--- config.mk ---
export PLATFORM = sky130hd
export DESIGN_NAME = vscale_wb_queue
export DESIGN_NICKNAME = d
export VERILOG_FILES = /design/src/rtl/vscale_wb_queue.sv
export SDC_FILE = /design/constraint.sdc
export NUM_CORES = 1
export LEC_CHECK = 0
export BUFFER_PORTS_ARGS = -buffer_cell sky130_fd_sc_hd__clkbuf_2
export CAP_MARGIN = 5
export CORE_UTILIZATION = 40
export CTS_CLUSTER_SIZE = 12
export DETAILED_ROUTE_END_ITERATION = 10
export GPL_TIMING_DRIVEN = 1
export SYNTH_ARGS = -nofsm -noshare
export SYNTH_HDL_FRONTEND = slang
export SYNTH_SLANG_ARGS = --single-unit
--- constraint.sdc ---
create_clock -name clk -period 2.7 [get_ports clk]
set_clock_uncertainty 0.2 [all_clocks]
set_input_delay 0.27 -clock clk [delete_from_list [all_inputs] [get_ports clk]]
set_output_delay 0.27 -clock clk [all_outputs]
set_load 0.01 [all_outputs]
--- src/rtl/vscale_wb_queue.sv ---
// Register-file write-port manager: in-order load destination queue, response capture,
// write-port merge with writeback priority, scoreboard busy flags and forced starvation drain.
`ifndef REG_ADDR_WIDTH
`define REG_ADDR_WIDTH 5
`endif
`ifndef XPR_LEN
`define XPR_LEN 32
`endif

module vscale_wb_queue #(
  parameter int DEPTH        = 4,
  parameter int STARVE_LIMIT = 8
) (
  input  logic                       clk,
  input  logic                       reset,
  input  logic                       alloc_valid,
  input  logic [`REG_ADDR_WIDTH-1:0] alloc_wa,
  output logic                       alloc_ready,
  input  logic                       resp_valid,
  input  logic [`XPR_LEN-1:0]        resp_data,
  input  logic                       pipe_wen,
  input  logic [`REG_ADDR_WIDTH-1:0] pipe_wa,
  input  logic [`XPR_LEN-1:0]        pipe_wd,
  output logic                       rf_wen,
  output logic [`REG_ADDR_WIDTH-1:0] rf_wa,
  output logic [`XPR_LEN-1:0]        rf_wd,
  input  logic [`REG_ADDR_WIDTH-1:0] chk_ra1,
  input  logic [`REG_ADDR_WIDTH-1:0] chk_ra2,
  input  logic [`REG_ADDR_WIDTH-1:0] chk_wa,
  output logic                       busy1,
  output logic                       busy2,
  output logic                       busy_w,
  output logic                       pipe_stall,
  output logic [$clog2(DEPTH):0]     count,
  output logic                       resp_err
);

  localparam int PW = $clog2(DEPTH);
  localparam int CW = PW + 1;

  logic [DEPTH-1:0]           ent_valid;
  logic [DEPTH-1:0]           ent_filled;
  logic [`REG_ADDR_WIDTH-1:0] ent_wa   [DEPTH];
  logic [`XPR_LEN-1:0]        ent_data [DEPTH];

  logic [PW-1:0] alloc_ptr;
  logic [PW-1:0] fill_ptr;
  logic [PW-1:0] drain_ptr;
  logic [7:0]    starve_cnt;

  logic do_alloc;
  logic do_fill;
  logic do_pop;
  logic head_rdy;
  logic pipe_sel;

  assign alloc_ready = (count < CW'(DEPTH));
  assign do_alloc    = alloc_valid && alloc_ready;
  // Responses only ever land on an entry that already existed before this edge.
  assign do_fill     = resp_valid && ent_valid[fill_ptr] && !ent_filled[fill_ptr];
  assign head_rdy    = ent_valid[drain_ptr] && ent_filled[drain_ptr];
  assign pipe_stall  = (starve_cnt == 8'(STARVE_LIMIT));
  assign pipe_sel    = pipe_wen && !pipe_stall;
  assign do_pop      = head_rdy && !pipe_sel;

  always_comb begin
    rf_wen = 1'b0;
    rf_wa  = pipe_wa;
    rf_wd  = pipe_wd;
    if (pipe_sel) begin
      rf_wen = 1'b1;
    end else if (head_rdy) begin
      rf_wen = (ent_wa[drain_ptr] != '0);
      rf_wa  = ent_wa[drain_ptr];
      rf_wd  = ent_data[drain_ptr];
    end
    if (reset) rf_wen = 1'b0;
  end

  always_comb begin
    busy1  = 1'b0;
    busy2  = 1'b0;
    busy_w = 1'b0;
    for (int i = 0; i < DEPTH; i++) begin
      if (ent_valid[i]) begin
        if (ent_wa[i] == chk_ra1) busy1  = 1'b1;
        if (ent_wa[i] == chk_ra2) busy2  = 1'b1;
        if (ent_wa[i] == chk_wa)  busy_w = 1'b1;
      end
    end
    if (chk_ra1 == '0) busy1  = 1'b0;
    if (chk_ra2 == '0) busy2  = 1'b0;
    if (chk_wa  == '0) busy_w = 1'b0;
  end

  always_ff @(posedge clk) begin
    if (reset) begin
      ent_valid  <= '0;
      ent_filled <= '0;
      alloc_ptr  <= '0;
      fill_ptr   <= '0;
      drain_ptr  <= '0;
      count      <= '0;
      starve_cnt <= '0;
      resp_err   <= 1'b0;
    end else begin
      if (do_alloc) begin
        ent_valid[alloc_ptr]  <= 1'b1;
        ent_filled[alloc_ptr] <= 1'b0;
        alloc_ptr             <= alloc_ptr + 1'b1;
      end
      if (do_fill) begin
        ent_filled[fill_ptr] <= 1'b1;
        fill_ptr             <= fill_ptr + 1'b1;
      end else if (resp_valid) begin
        resp_err <= 1'b1;
      end
      if (do_pop) begin
        ent_valid[drain_ptr]  <= 1'b0;
        ent_filled[drain_ptr] <= 1'b0;
        drain_ptr             <= drain_ptr + 1'b1;
      end
      case ({do_alloc, do_pop})
        2'b10:   count <= count + 1'b1;
        2'b01:   count <= count - 1'b1;
        default: count <= count;
      endcase
      // A stalled cycle always pops, so the counter never runs past the limit.
      if (do_pop || !head_rdy)
        starve_cnt <= '0;
      else if (pipe_sel)
        starve_cnt <= starve_cnt + 1'b1;
    end
  end

  always_ff @(posedge clk) begin
    if (do_alloc) ent_wa[alloc_ptr]  <= alloc_wa;
    if (do_fill)  ent_data[fill_ptr] <= resp_data;
  end

endmodule
==> impl_metrics.ini <==
[min_path]
worst_hold_path.num_cells = 4
worst_min_delay_path_category = in2reg
hold_path_end = starve_cnt[3]
hp-start = pipe_wen

[setup_path]
cp_startpoint_kind = flip-flop
rr_endpoint = count[2]
r2r_slack_ns = 0.09
cpPeakStageDelay_ns = 0.54
timing.rr.start = drain_ptr[1]
worst-r2r-cell-count = 10
buffer_and_inverter_count_on_the_worst_path = 4
cp.required_ns = 2.23
critPathArrivalTime_ns = 2.27
path_class = reg2out
cp_cell_sequence = inv_2, mux4_2, nor2_4, buf_8, buf_12, mux2_4, buf_6
crit_slowest_cell = sky130_fd_sc_hd__mux4_2
cp_max_fo = 8
setup.worst_path.start = drain_ptr[1]
critical-path-top-delay-family = multiplexers
critPathCaptureType = primary output

[place]
place_inst = 892
place.detailed.hpwl_um = 12100
globalplace.congestion = 0.912
port-buffer-count = 140

[power]
seq_power_share_pct = 50.0
total_leakage_power_nw = 3.95
p_comb_share_pct = 9.9
p_sw_mw = 1.33
worst_ir_drop_vdd_mv = 0.430
power_per_cell_area_mw_per_mm2 = 572
power_report.internal_total_mw = 4.79
power.share.clock_pct = 40.1
power_switching_share_pct = 21.7

[logic_synthesis]
compound_gate_portion_of_the_synthesized_area_pct = 2.02
synth_seq_cells = 176
synth_simple_gate_area_share_pct = 5.69
yosysWarnings = 0
synthFlopType = sky130_fd_sc_hd__edfxtp_1
synth_sequential_area_ratio_pct = 62.5
syn_inst = 506
synth_top_family_by_area = multiplexers
synth.mux.area_fraction_pct = 16.6
yosysUniqueCellTypes = 37
syn_nets = 616
synth.avg_cell_area_um2 = 15.8
mappedNetlistArea_mm2 = 0.00800
post_synthesis_xor_xnor_area_fraction_pct = 7.77
synth_enable_flop_cells = 148
synth_adder_area_share_pct = 2.59
synth_async_reset_ratio_pct = 0

[job]
max_cap_viol_count = 0

[sta]
worst_slew_pin_slew_ns = 0.934
setup_viol = 18
timing.final.max_slew_violations = 0
rsz0062_at_grt = true
fin_crit_share_pct = 101
maximum_clock_frequency_mhz = 365
timing.final.ws_setup_ns = -0.0374
finalCriticalPeriod_ns = 2.74
max-slew-margin-rel_pct = 37.7
timing.final.hold_violations = 0
hold-worst-slack_ns = 0.108

[drt]
drc = 0
dr.first_iter.drc_count = 241
drt_wl_total_um = 18700
drt.antenna.violating_nets = 0
dr_total_vias = 4943
wire_per_inst_um = 19.1
avgViaCountPerCell = 5.05
detail_route.first_pass.iterations = 5

[outcome]
violations = setup timing
run_status = finished, violations left

[global_routing]
aggregate_global_routing_overflow = 0
grt_first_pass_wirelength_um = 28100
global_route.usage.total_pct = 18.9
grt_antenna_before_repair = 0
grt_start_max_net_pins = 34
grt_pass1_vias = 5093

[cts]
clock_insertion_delay_at_the_later_pin_of_the_skew_report_ns = 0.42
cts-buffers-inserted = 17
cts-htree-levels = 4
clock_tree_from_tritoncts = built
cts-root-buf = sky130_fd_sc_hd__clkbuf_16
clockBufferDepth = 2
tritoncts_num_sinks = 176
clk_slew_on_worst_s_h_paths_ns = 0.07

[floorplan]
floorplan.die.height_um = 143
boundaryPins = 141
core_area_mm2 = 0.0195
floorplan.die_area_mm2 = 0.0206
initial_core_util_pct = 41.0
core.rowCount = 51
width_of_the_chip_um = 143

[finish]
final_util_pct = 54.8
drive_above_1_share_pct = 42.9
final_nets = 811
layout.cells.non_filler = 978
num_antenna_cells = 0
relative_area_change_from_synthesis_to_final_layout_pct = 33.6
-- metal layers --
| metal | global-route usage, % | share of wire [%] |
|---|---|---|
| met2 | 31.7 | 52 |
| met1 | 24.4 | 43 |
| met5 | 0 | 0 |
| met3 | 3.37 | 4.0 |
| met4 | 7.05 | 1.2 |
-- how the worst max path moves through the flow --
stage               end  cells past startpoint
3_5_place_dp   count[2]                     11
4_1_cts        rf_wd[0]                      7
2_1_floorplan  count[2]                     11
6_report       rf_wd[6]                      7
5_1_grt        rf_wd[6]                      7
3_3_place_gp   count[2]                     11
-- kinds of logic after synthesis --
kind of cell | Yosys count
flip-flops | 176
AO/OA/AOI/OAI | 24
adder cells (fa/ha/maj) | 16
AND/OR/NAND/NOR | 89
XOR/XNOR | 71
multiplexers | 79
buffers and inverters | 51
-- power by group through the flow --
stage	Combinational, mW	Sequential [mW]	Clock, mW
after floorplan	0.272	3.11	0
after global placement	0.462	3.11	0
after detailed placement	0.474	3.12	0
after CTS	0.563	3.06	2.50
after global routing	0.659	3.06	2.61
final	0.606	3.06	2.46
-- flip-flops by register name, summed over array words and instances, names as in the netlist, named ones only --
name,flops
alloc_ptr,2
count,3
drain_ptr,2
ent_data,128
ent_filled,4
ent_valid,4
ent_wa,20
fill_ptr,2
resp_err,1
starve_cnt,8
-- stage by stage --
step           area [um2]  total power [mW]  setup TNS (ns)  setup WS [ns]
6_report            10700              6.12          -0.294        -0.0374
2_1_floorplan        8020              3.38               0        0.00181
3_3_place_gp         9030              3.58               0          0.145
3_5_place_dp         9030              3.59               0         0.0436
4_1_cts             10400              6.12           -2.30        -0.0962
5_1_grt             10700              6.33           -2.49        -0.0949
-- worst min-delay path, delay by kind of cell --
kind          cells  cell delay (ns)
xor+xnor          1             0.09
simple gates      2             0.23
buf+inv           1             0.10
-- cell usage after synthesis (3+ instances only) --
master	number	area [um2]
sky130_fd_sc_hd__buf_2	4	20.0
sky130_fd_sc_hd__inv_1	19	71.3
sky130_fd_sc_hd__edfxtp_1	148	4440
sky130_fd_sc_hd__o21a_1	3	22.5
sky130_fd_sc_hd__dfxtp_1	28	561
sky130_fd_sc_hd__and3_1	5	31.3
sky130_fd_sc_hd__or4_1	3	22.5
sky130_fd_sc_hd__mux4_2	39	878
sky130_fd_sc_hd__xnor2_1	18	158
sky130_fd_sc_hd__mux2_1	9	101
sky130_fd_sc_hd__ha_1	15	188
sky130_fd_sc_hd__xor2_1	53	464
sky130_fd_sc_hd__mux2_2	29	327
sky130_fd_sc_hd__nand3_1	15	75.1
sky130_fd_sc_hd__clkbuf_1	23	86.3
sky130_fd_sc_hd__nor4_1	13	81.3
sky130_fd_sc_hd__nor2_1	26	97.6
sky130_fd_sc_hd__nand4_1	4	25.0
sky130_fd_sc_hd__nand2_1	10	37.5
sky130_fd_sc_hd__nor2b_1	5	31.3
sky130_fd_sc_hd__buf_6	3	33.8
sky130_fd_sc_hd__a211oi_1	8	60.1
sky130_fd_sc_hd__a21oi_1	8	40.0
-- final cells by class --
| class | instances | area [um2] |
|---|---|---|
| inverter | 19 | 71.3 |
| fill | 1639 | 8830 |
| clock inverter | 13 | 160 |
| multi-input combinational | 279 | 3000 |
| tap | 265 | 332 |
| clock buffer | 18 | 429 |
| sequential | 176 | 5020 |
| timing repair buffer | 208 | 1680 |
-- cell usage in the layout (no fill, tap or decap), drive strengths merged, types with 5 or more instances in the layout --
cell / Yosys / final
nor2b: 5 / 5
nor4: 13 / 13
mux4: 39 / 39
clkbuf: 23 / 127
mux2: 38 / 38
ha: 15 / 15
nor2: 27 / 27
dlygate4sd3: 0 / 38
xor2: 53 / 53
nand2: 10 / 10
buf: 9 / 60
a211oi: 8 / 8
inv: 19 / 23
and3: 5 / 5
dfxtp: 28 / 28
xnor2: 18 / 18
edfxtp: 148 / 148
a21oi: 8 / 8
nand3: 15 / 15
-- timing repair --
action,in CTS,in global routing
cloned,4,1
resized for setup,55,82
hold endpoints to repair,149,0
hold buffers,38,0
buffers inserted,6,6
setup endpoints to repair,38,39
pin swaps,1,3
Note: power is estimated with default switching activity, not from simulation.
